[config.mk]
export PLATFORM = sky130hd
export DESIGN_NAME = regfile_sb_flat
export DESIGN_NICKNAME = d
export VERILOG_FILES = /design/src/rtl/regfile_sb_if.sv /design/src/rtl/regfile_sb.sv /design/src/flat_wrapper.sv
export SDC_FILE = /design/constraint.sdc
export NUM_CORES = 1
export LEC_CHECK = 0
export ABC_AREA = 1
export CAP_MARGIN = 5
export CELL_PAD_IN_SITES_DETAIL_PLACEMENT = 1
export CELL_PAD_IN_SITES_GLOBAL_PLACEMENT = 1
export CORE_MARGIN = 2
export CORE_UTILIZATION = 46
export CTS_BUF_LIST = sky130_fd_sc_hd__clkbuf_8
export DETAILED_ROUTE_END_ITERATION = 6
export GPL_TIMING_DRIVEN = 0
export HOLD_SLACK_MARGIN = 0.05
export PLACE_DENSITY = 0.93
export SLEW_MARGIN = 25
export SYNTH_ARGS = -nofsm -noshare
export SYNTH_HDL_FRONTEND = slang
export SYNTH_SLANG_ARGS = --single-unit
[constraint.sdc]
create_clock -name clk -period 2.4 [get_ports clk]
set_clock_uncertainty 0.15 [all_clocks]
set_input_delay 0.24 -clock clk [delete_from_list [all_inputs] [get_ports clk]]
set_output_delay 0.24 -clock clk [all_outputs]
set_load 0.03 [all_outputs]
[src/rtl/regfile_sb_if.sv]
// Register-file bus: write port, two read ports, scoreboard issue/status and
// clear-sweep control. The driver side is the master, the file is the slave.
interface regfile_sb_if #(
  parameter int DW = 16,
  parameter int AW = 3
);
  logic          we;
  logic [AW-1:0] W_Adr;
  logic [DW-1:0] W;
  logic [AW-1:0] R_Adr;
  logic [AW-1:0] S_Adr;
  logic [DW-1:0] R;
  logic [DW-1:0] S;
  logic          iss_valid;
  logic [AW-1:0] iss_Adr;
  logic          R_busy;
  logic          S_busy;
  logic          clr_req;
  logic          clr_busy;
  logic          clr_done;

  modport master (
    output we, W_Adr, W, R_Adr, S_Adr, iss_valid, iss_Adr, clr_req,
    input  R, S, R_busy, S_busy, clr_busy, clr_done
  );

  modport slave (
    input  we, W_Adr, W, R_Adr, S_Adr, iss_valid, iss_Adr, clr_req,
    output R, S, R_busy, S_busy, clr_busy, clr_done
  );
endinterface

[src/rtl/regfile_sb.sv]
// 2**AW x DW register file with two combinational read ports, a per-register
// busy scoreboard and a one-register-per-cycle clear sweep.
// Optional: define REGFILE_SB_BYPASS_EN to forward write data to the read
// ports in the same cycle.
module regfile_sb #(
  parameter int DW = 16,
  parameter int AW = 3
) (
  input  logic         clk,
  input  logic         reset,
  regfile_sb_if.slave  bus
);
  localparam int DEPTH = 1 << AW;

  typedef enum logic {IDLE, CLEAR} state_t;

  state_t                     state_q;
  logic [AW-1:0]              ptr_q;
  logic                       clr_done_q;
  logic [DEPTH-1:0][DW-1:0]   mem_q;
  logic [DEPTH-1:0]           busy_q;
  logic                       idle;

  assign idle = (state_q == IDLE);

  // Sweep control: enter CLEAR on request, walk ptr, pulse done on the way out
  always_ff @(posedge clk or negedge reset) begin
    if (!reset) begin
      state_q    <= IDLE;
      ptr_q      <= '0;
      clr_done_q <= 1'b0;
    end else begin
      clr_done_q <= 1'b0;
      case (state_q)
        IDLE: begin
          if (bus.clr_req) begin
            state_q <= CLEAR;
            ptr_q   <= '0;
          end
        end
        CLEAR: begin
          // ptr wraps back to 0 on the last register, ready for the next sweep
          ptr_q <= ptr_q + 1'b1;
          if (ptr_q == '1) begin
            state_q    <= IDLE;
            clr_done_q <= 1'b1;
          end
        end
        default: state_q <= IDLE;
      endcase
    end
  end

  // Array and scoreboard; the issue set is ordered last so it beats a write clear
  always_ff @(posedge clk or negedge reset) begin
    if (!reset) begin
      mem_q  <= '0;
      busy_q <= '0;
    end else if (!idle) begin
      mem_q[ptr_q] <= '0;
    end else if (bus.clr_req) begin
      busy_q <= '0;
    end else begin
      if (bus.we) begin
        mem_q[bus.W_Adr]  <= bus.W;
        busy_q[bus.W_Adr] <= 1'b0;
      end
      if (bus.iss_valid) busy_q[bus.iss_Adr] <= 1'b1;
    end
  end

`ifdef REGFILE_SB_BYPASS_EN
  logic byp;
  // Forward only when the write will actually land; reset keeps reads at 0
  assign byp = reset && idle && bus.we && !bus.clr_req;

  // Read ports with write-through forwarding
  always_comb begin
    bus.R = mem_q[bus.R_Adr];
    bus.S = mem_q[bus.S_Adr];
    if (byp && (bus.R_Adr == bus.W_Adr)) bus.R = bus.W;
    if (byp && (bus.S_Adr == bus.W_Adr)) bus.S = bus.W;
  end
`else
  assign bus.R = mem_q[bus.R_Adr];
  assign bus.S = mem_q[bus.S_Adr];
`endif

  assign bus.R_busy   = busy_q[bus.R_Adr];
  assign bus.S_busy   = busy_q[bus.S_Adr];
  assign bus.clr_busy = !idle;
  assign bus.clr_done = clr_done_q;
endmodule

[src/flat_wrapper.sv]
// flat-port wrapper written by rule: the top's interface ports become plain ports
module regfile_sb_flat 
#(
  parameter int DW = 16,
  parameter int AW = 3
)
  (clk, reset, bus_we, bus_W_Adr, bus_W, bus_R_Adr, bus_S_Adr, bus_iss_valid, bus_iss_Adr, bus_clr_req, bus_R, bus_S, bus_R_busy, bus_S_busy, bus_clr_busy, bus_clr_done);
  regfile_sb_if #(.DW(DW), .AW(AW)) bus_i ();
  input  logic clk;
  input  logic reset;
  input wire logic [$bits(bus_i.we)-1:0] bus_we;
  input wire logic [$bits(bus_i.W_Adr)-1:0] bus_W_Adr;
  input wire logic [$bits(bus_i.W)-1:0] bus_W;
  input wire logic [$bits(bus_i.R_Adr)-1:0] bus_R_Adr;
  input wire logic [$bits(bus_i.S_Adr)-1:0] bus_S_Adr;
  input wire logic [$bits(bus_i.iss_valid)-1:0] bus_iss_valid;
  input wire logic [$bits(bus_i.iss_Adr)-1:0] bus_iss_Adr;
  input wire logic [$bits(bus_i.clr_req)-1:0] bus_clr_req;
  output wire logic [$bits(bus_i.R)-1:0] bus_R;
  output wire logic [$bits(bus_i.S)-1:0] bus_S;
  output wire logic [$bits(bus_i.R_busy)-1:0] bus_R_busy;
  output wire logic [$bits(bus_i.S_busy)-1:0] bus_S_busy;
  output wire logic [$bits(bus_i.clr_busy)-1:0] bus_clr_busy;
  output wire logic [$bits(bus_i.clr_done)-1:0] bus_clr_done;
  assign bus_i.we = bus_we;
  assign bus_i.W_Adr = bus_W_Adr;
  assign bus_i.W = bus_W;
  assign bus_i.R_Adr = bus_R_Adr;
  assign bus_i.S_Adr = bus_S_Adr;
  assign bus_i.iss_valid = bus_iss_valid;
  assign bus_i.iss_Adr = bus_iss_Adr;
  assign bus_i.clr_req = bus_clr_req;
  assign bus_R = bus_i.R;
  assign bus_S = bus_i.S;
  assign bus_R_busy = bus_i.R_busy;
  assign bus_S_busy = bus_i.S_busy;
  assign bus_clr_busy = bus_i.clr_busy;
  assign bus_clr_done = bus_i.clr_done;
  regfile_sb #(.DW(DW), .AW(AW)) u_core (.clk(clk), .reset(reset), .bus(bus_i));
endmodule
# --- After elaboration in Yosys (flattened, before gate mapping) ---
# Cells that the tools add are included.
op_classes:
  add_sub_neg: 1
  n_lt_le_gt_ge: 8
  n_eq_ne: 3
  mux: 32
  bitwise_logic: 6
  n_reduce_logical: 5
op_table:
  columns: ["operator", "n"]
  rows:
  - ["128-bit 2-to-1 mux", 3]
  - ["128-bit AND", 1]
  - ["128-bit bitwise mux", 1]
  - ["128-bit inverter", 1]
  - ["16-bit binary-select mux with 3-bit select", 2]
  - ["16-bit demux with 3-bit select", 2]
  - ["16-bit 2-to-1 mux", 4]
  - ["8-bit 2-to-1 mux", 5]
  - ["3-bit by 4-bit less-than comparator with 1-bit output (second input constant)", 5]
  - ["3-bit by 1-bit >= comparator with 1-bit output (second input constant)", 3]
  - ["8-bit AND", 1]
  - ["1-bit 2-to-1 mux", 8]
  - ["8-bit inverter", 1]
  - ["8-bit OR", 1]
  - ["1-bit binary-select mux with 3-bit select", 2]
  - ["1-bit demux with 3-bit select", 2]
  - ["3-bit one-hot mux with 2 select lines", 1]
  - ["3-bit by 1-bit adder with 3-bit output (second input constant)", 1]
  - ["3-bit == test (second input constant)", 1]
  - ["1-bit logical AND", 3]
  - ["3-bit 2-to-1 mux", 1]
  - ["2-bit by 1-bit != test with 1-bit output (second input constant)", 1]
  - ["2-bit != test (second input constant)", 1]
  - ["1-bit one-hot mux with 2 select lines", 1]
  - ["other kinds (3)", 3]
totals:
  ff_bits: 141
  in_bits: 33
  output_inout_bits: 36
  word_cells: 67

# --- Logic depth before layout (Yosys ltp) ---
# Gate-level depths: netlist (run 1).
logic_depth:
  ltp_word: 12
  depth_mapped: 9
  depth_no_buf: 7

# --- Least setup slack after synthesis (run 1) ---
# OpenSTA, ideal clock, no wires.
synth_timing:
  path_type: "register -> register"
  from: "reg u_core.state_q, in the netlist u_core.bus.clr_busy"
  to: "reg u_core.mem_q[69] (netlist bit)"
  setup_time_ns: 0.118
  arrival_time_ns: 1.329
  required_ns: 2.132
  setup_slack_ns: 0.803
  path_stages_with_launch: 7
  path_buffers: 1
  period_less_slack_ns: 1.597
  path_cell_list: "dfrtp_1 > inv_1 > nor2_2 > nand2_1 > clkbuf_1 > nand3_1 > nand2_1"
synth_between:
  elab_chain_cells: 2
  word_cells_on_any_way: 4
  cone_classes: "1 x eq/ne; 1 x mux; 2 x reduce/logical"
synth_rtl:
  columns: ["element", "line", "source"]
  rows:
  - ["start: declaration", "regfile_sb.sv:17", "state_t state_q;"]
  - ["start signal: assignment", "regfile_sb.sv:29", "state_q <= IDLE;"]
  - ["start signal: assignment", "regfile_sb.sv:37", "state_q <= CLEAR;"]
  - ["start signal: assignment", "regfile_sb.sv:45", "state_q <= IDLE;"]
  - ["2-bit by 1-bit != test with 1-bit output (no source line) or 2-bit nonzero test (tied branches)", null, null]
  - ["2-bit AND reduction (no source line)", null, null]
  - ["end signal: indexed assignment", "regfile_sb.sv:65", "mem_q[bus.W_Adr] <= bus.W;"]
  - ["end: declaration", "regfile_sb.sv:20", "logic [DEPTH-1:0][DW-1:0] mem_q;"]
# Parallel ways exist; a longest one is shown, timed or not.
# A chain may end at the register's enable or synchronous reset.

# --- Worst setup path in the final report (run 1) ---
layout_timing:
  from: "in bus_R_Adr[0]"
  to: "out bus_R[5]"
layout_between:
  elab_chain_cells: 2
layout_rtl:
  columns: ["element", "line", "source"]
  rows:
  - ["start: declaration", "flat_wrapper.sv:14", "input wire logic [$bits(bus_i.R_Adr)-1:0] bus_R_Adr;"]
  - ["16-bit binary-select mux with 3-bit select", "regfile_sb.sv:85", "assign bus.R = mem_q[bus.R_Adr];"]
  - ["16-bit 2-to-1 mux (not written as such)", "regfile_sb.sv:85", null]
  - ["end: declaration", "flat_wrapper.sv:19", "output wire logic [$bits(bus_i.R)-1:0] bus_R;"]
# Every way passes these cells. The select of a mux whose other input is x is not followed.

==> reports/qor.csv, run 1 <==
stage;metric;value;unit
synth;synth.area.top_cells;dfrtp_1 (40%), nand2_1 (23%), nand3_1 (17%);
synth;syn-num-nets;1398;
drt;drt-met1-wl;14700;µm
drt;drt_iter0_drc;993;
drt;wl_met2;16700;µm
cells_and_area;syn_to_final_growth;15.8;%
cells_and_area;final_design_area_no_fill;10100;µm²
synth;yosysSeqAreaShare;40.4;%
die;io-pin-count;69;
sta;min_period;2.28;ns
clock_network;clock_sinks;141;
sta;clock.fmax;0.438;GHz
cells_and_area;fin_nets;1480;
synth;syn_area;8740;µm²
global_routing;grt_pass1_wl;56100;µm
sta;finalMaxSlewViolations;0;
power_and_ir_drop;p_per_area;767;nW/µm²
sta;timing.final.crit_share;95.1;%
synth;yosys.area_share.simple;41.8;%
sta;relSlewSlack;55.1;%
sta;final-hold-violation-count;0;
placement;place_area;9670;µm²
critical_path;path_buf_inv;4;
synth;synth_largest_area_cell;dfrtp_1;
critical_path;worstPathArrival;1.89;ns
die;die_h;142;µm
drt;detail_route.drc_violations;0;
global_routing;grt_max_degree;94;
clock_network;clkLatencyLatePin;0.50;ns
critical_path;cp-start-kind;primary input;
critical_path;cpLargestDelayFamily;buffers and inverters;
placement;place_inst;1659;
clock_network;cts_tree;yes;
placement;dp_hpwl;26800;µm
clock_network;cts_buffers;17;
drt;ant_nets;0;
clock_network;root_buffer;clkbuf_8;
critical_path;worst_path_largest_cell_delay;0.44;ns
cells_and_area;fillers;2568;
power_and_ir_drop;total_power;7.76;mW
synth;netlist.area_leader.share;40.4;%
sta;rsz0062_at_grt;false;
synth;synth_mux_area_share;0;%
synth;synth-xor-area-share;0;%
die;die_w;142;µm
synth;syn_area_per_cell;6.41;µm²
hold_path;min_path_type;in -> reg;
drt;dr.pass1.iters;5;
power_and_ir_drop;vdd_ir_drop_max;0.000446;V
drt;num_vias;9657;
critical_path;endpoint_kind;output port;
global_routing;grt_usage;36.8;%
sta;tightest_slew;0.674;ns
power_and_ir_drop;leakage;5.66;nW
placement;io_buffer_count;61;
drt;post_drt_wl_per_cell;21.1;µm
die;design.core.area;18600;µm²
sta;hold_slack;0.0703;ns
synth;synth_fa_ha_area_share;0.286;%
sta;setup_viol;0;
die;start_util;46.9;%
critical_path;criticalPathCategory;in -> out;
placement;dp_slack;-0.145;ns
drt;top_layer;met4;
synth;syn_inst;1363;
critical_path;cp_common_cell;nand2_1;
synth;synth_top_family_by_area;simple AND/OR/NAND/NOR gates;
critical_path;crit_path_top_delay_cell;clkbuf_1;
global_routing;grt_pass1_vias;10100;
drt;wl;35700;µm
synth;ys_warn_count;0;
cells_and_area;post-route-util;54.3;%
critical_path;path_cells;buf_2 > inv_2 > clkbuf_1 > nand2_1 > nand3_1 > nand2_1 > nand2_1 > nand2_1 > dlygate4sd2_1;
clock_network;clk_pin_slew_worst_paths;0.10;ns
synth;synth_compound_area_share;5.73;%
job;maxCapViolCount;0;
drt;met3_length;3060;µm
global_routing;antenna_found_initial;1;
outcome;status;finished clean;
placement;place_congestion;0.948;
clock_network;htreeDepth;4;
critical_path;path_max_fanout;10;
die;row_count;50;
sta;fin_ws;0.118;ns
sta;tns;0;ns
critical_path;worstPathRequired;2.01;ns
cells_and_area;fin_cells;1693;
synth;ys_ff_latch;141;
synth;ys_types;19;
drt;via_per_inst;5.70;
clock_network;cts.path.max_buffers;2;
die;die_area;20100;µm²
cells_and_area;layout-drive-gt1-share;6.10;%
global_routing;grt.overflow.total;0;
-- state kept, by name, summed over array words and instances, names as in the netlist --
register,cells
u_core.busy_q,8
u_core.mem_q,128
u_core.ptr_q,3
u_core.bus.clr_done,1
u_core.bus.clr_busy,1
-- power breakdown --
group | switching (mW) | internal, mW
Sequential | 0.285 | 2.73
Clock | 1.14 | 1.10
Combinational | 1.81 | 0.699
Total | 3.23 | 4.53
-- per-layer routing --
metal | track usage, % | vias to the layer above
li1 | - | 4450
met4 | 14.4 | 0
met2 | 60.8 | 425
met3 | 9.35 | 108
met1 | 46.4 | 4674
met5 | 0 | -
-- area by class of cell --
cell class	instances	area [µm²]	share of cell area [%]
multi-input cells	960	4180	41.3
flip-flops and latches	141	3530	34.9
inverters	175	658	6.51
repair buffers	63	618	6.11
plain buffers	87	389	3.85
well taps	234	293	2.89
clock buffers	18	248	2.45
clock inverters	14	199	1.97
diodes	1	2.50	0.0247
-- synth_stat cells, drive strengths merged --
master and count:
dfrtp 141, nand3 303, inv 171, nand4 8, nand2 536, clkinv 4
clkbuf 51, o21ai 100, buf 36, nor2 11, ha 2
-- repair_timing --
| item | in CTS | in global routing |
|---|---|---|
| hold endpoints to repair | 141 | 0 |
| endpoints found under the setup margin | 34 | 2 |
| setup buffers | 0 | 0 |
| hold buffers | 1 | 0 |
| resized for setup | 44 | 2 |
| gates cloned | 0 | 0 |
-- tightest hold or removal path, cell delays in order --
cell and delay, ns:
clkbuf_1 0.17, nand4_1 0.14, nand2_1 0.05, nand2_1 0.05
nand2_1 0.04
-- layout by cell type, fill, tap and decap left out, types with 2 or more instances in the layout --
master	netlist	routed
o21ai_1	6	6
dlygate4sd2_1	0	32
inv_8	0	4
nand3_2	2	2
nor2_2	3	3
o21ai_0	94	94
nand3_1	301	301
nand4_1	8	8
dfrtp_1	141	141
buf_1	3	3
clkbuf_2	0	9
clkinv_2	0	2
buf_2	31	29
dlymetal6s2s_1	0	2
nor2_1	6	6
buf_4	2	4
clkdlybuf4s50_1	0	26
inv_6	0	4
inv_2	4	4
clkbuf_8	0	18
inv_1	167	167
clkbuf_1	51	42
clkinv_1	4	3
nor2_4	2	2
bufinv_16	0	3
ha_1	2	2
nand2_1	535	535
-- path summary, 6_finish.rpt --
path,start,endpoint,slack [ns],depth (start not counted)
setup / recovery,bus_R_Adr[0],bus_R[5],0.12,9
setup reg to reg,u_core.bus.clr_busy,u_core.mem_q[124],0.41,6
min in group asynchronous,reset,u_core.mem_q[96],0.08,2
hold reg to reg,u_core.mem_q[65],u_core.mem_q[65],0.36,2
max in group asynchronous,reset,u_core.mem_q[10],1.20,3
hold / removal,bus_iss_valid,u_core.busy_q[5],0.07,5
-- logic make-up (layout without fill, tap and decap cells) --
group,Yosys count,after routing
AOI/OAI and AO/OA,100,100
adders and majority gates,2,2
buffers and inverters,262,357
DFF,141,141
other,0,1
and+or+nand+nor,858,858
Note: power is estimated with default switching activity, not from simulation.
==> run 2: changes to the inputs <==
--- a/config.mk
+++ b/config.mk
@@ -16,6 +16,7 @@
 export GPL_TIMING_DRIVEN = 0
 export HOLD_SLACK_MARGIN = 0.05
 export PLACE_DENSITY = 0.93
+export SKIP_CTS_REPAIR_TIMING = 1
 export SLEW_MARGIN = 25
 export SYNTH_ARGS = -nofsm -noshare
 export SYNTH_HDL_FRONTEND = slang
==> run 2 against run 1 <==
Effect of this change:
- worst setup slack improved by 0.14 ns
- count of clock-buffer cells in the layout is the same
- final area rose by 1.3%
- global-route usage is essentially flat
- combinational power is 2% higher
- via count decreased by 0.21%
- critical path depth unchanged
- highest routed layer unchanged
- sequential power barely moved
- die area is the same
- maximum frequency increased by 6.3%
==> reports/qor.csv, run 2 (same netlist as run 1, synthesis figures left out) <==
stage;metric;value;unit;change
global_routing;grt_usage;36.8;%;about the same
clock_network;clock_sinks;141;;unchanged
power_and_ir_drop;vdd_ir_drop_max;0.000446;V;about the same
drt;wl;36000;µm;was 35700 µm
drt;ant_nets;0;;unchanged
sta;relSlewSlack;55.8;%;was 55.1%
cells_and_area;fin_nets;1480;;unchanged
power_and_ir_drop;leakage;6.03;nW;was 5.66 nW
drt;dr.pass1.iters;5;;unchanged
drt;post_drt_wl_per_cell;21.3;µm;was 21.1 µm
sta;tns;0;ns;unchanged
cells_and_area;layout-drive-gt1-share;6.45;%;was 6.10%
drt;num_vias;9637;;was 9657
critical_path;worstPathArrival;1.76;ns;was 1.89 ns
sta;setup_viol;0;;unchanged
sta;min_period;2.15;ns;was 2.28 ns
drt;drt_iter0_drc;1013;;was 993
global_routing;grt_pass1_wl;56100;µm;about the same
clock_network;cts_tree;yes;;unchanged
power_and_ir_drop;total_power;7.81;mW;was 7.76 mW
cells_and_area;top_regs;u_core.mem_q (128), u_core.busy_q (8), u_core.ptr_q (3);;unchanged
clock_network;clkLatencyLatePin;0.50;ns;about the same
placement;dp_hpwl;26800;µm;unchanged
cells_and_area;regMostFlops;u_core.mem_q;;unchanged
clock_network;cts.path.max_buffers;2;;unchanged
drt;detail_route.drc_violations;0;;unchanged
global_routing;antenna_found_initial;0;;was 1
sta;finalMaxSlewViolations;0;;unchanged
sta;clock.fmax;0.466;GHz;was 0.438 GHz
clock_network;clk_pin_slew_worst_paths;0.09;ns;was 0.10 ns
critical_path;endpoint_kind;output port;;unchanged
power_and_ir_drop;p_per_area;762;nW/µm²;was 767 nW/µm²
placement;io_buffer_count;61;;unchanged
critical_path;criticalPathCategory;in -> out;;unchanged
clock_network;cts_buffers;17;;unchanged
global_routing;grt_pass1_vias;10100;;about the same
sta;hold_slack;0.0805;ns;was 0.0703 ns
cells_and_area;syn_to_final_growth;17.3;%;was 15.8%
die;io-pin-count;69;;unchanged
job;maxCapViolCount;0;;unchanged
cells_and_area;layout_common_cells;nand2_1 (535), nand3_1 (301), inv_1 (167), dfrtp_1 (141), o21ai_0 (94);;unchanged
hold_path;min_path_type;in -> async;;was in -> reg
critical_path;cp-start-kind;primary input;;unchanged
outcome;status;finished clean;;unchanged
cells_and_area;final_common_cell;nand2_1;;unchanged
cells_and_area;fillers;2555;;was 2568
sta;tightest_slew;0.663;ns;was 0.674 ns
cells_and_area;fin_cells;1692;;was 1693
die;die_w;142;µm;unchanged
clock_network;root_buffer;clkbuf_8;;unchanged
sta;rsz0062_at_grt;false;;unchanged
die;die_area;20100;µm²;unchanged
die;design.core.area;18600;µm²;unchanged
critical_path;path_max_fanout;10;;unchanged
placement;place_congestion;0.948;;unchanged
die;row_count;50;;unchanged
placement;place_inst;1659;;unchanged
sta;final-hold-violation-count;0;;unchanged
drt;via_per_inst;5.70;;about the same
global_routing;grt_max_degree;94;;unchanged
cells_and_area;largest_reg_flops;128;;unchanged
die;die_h;142;µm;unchanged
global_routing;grt.overflow.total;0;;unchanged
cells_and_area;antenna_cells;0;;was 1
die;start_util;46.9;%;unchanged
clock_network;htreeDepth;4;;unchanged
critical_path;worstPathRequired;2.01;ns;about the same
sta;timing.final.crit_share;89.4;%;was 95.1%
==> run 2: path summary, 6_finish.rpt <==
check / from / cells past startpoint / to / slack [ns]
setup / recovery: bus_R_Adr[0] / 9 / bus_R[5] / 0.25
hold / removal: reset / 2 / u_core.mem_q[96] / 0.08
setup reg to reg: u_core.bus.clr_busy / 6 / u_core.mem_q[124] / 0.43
hold reg to reg: u_core.mem_q[39] / 2 / u_core.mem_q[39] / 0.36
max in group asynchronous: reset / 3 / u_core.mem_q[10] / 1.20
min in group clk: bus_iss_valid / 5 / u_core.busy_q[3] / 0.08
==> run 2: stage by stage <==
step / cell area [µm²] / util [%] / worst slack [ns]
detailed placement: 9670 / 51.9 / -0.145
floorplan: 8740 / - / 0.803
global placement: 9640 / 51.7 / -4.73
global route: 10200 / 55.0 / 0.162
CTS: 10100 / 54.3 / -0.189
finish: 10200 / 55.0 / 0.253
==> run 2: cell type report <==
cell class / instances / area [µm²] / area share [%]
tap: 234 / 293 / 2.86
multi-input combinational: 960 / 4180 / 40.8
buffer: 87 / 403 / 3.93
clock inverter: 14 / 199 / 1.94
inverter: 175 / 661 / 6.45
sequential: 141 / 3530 / 34.4
clock buffer: 18 / 248 / 2.42
timing repair buffer: 63 / 738 / 7.20
==> run 2: worst max-delay path: stages <==
cell and delay [ns]:
buf_2 0.16, inv_2 0.09, clkbuf_1 0.44, nand2_1 0.17
nand3_1 0.13, nand2_1 0.08, nand2_1 0.09, nand2_1 0.09
dlymetal6s2s_1 0.25
==> run 2: report_power, final <==
part	leakage, nW	total [mW]	internal (mW)	switching, mW
registers	1.95	3.02	2.73	0.287
clock network	0.225	2.24	1.10	1.14
logic	3.86	2.55	0.740	1.81
==> run 2: per-layer routing <==
metal	track usage (%)	routed length (µm)	share of wire, %
met1	46.4	14900	41
met2	60.7	17100	48
met3	9.69	3010	8.4
met4	14.1	964	2.7
met5	0	0	0
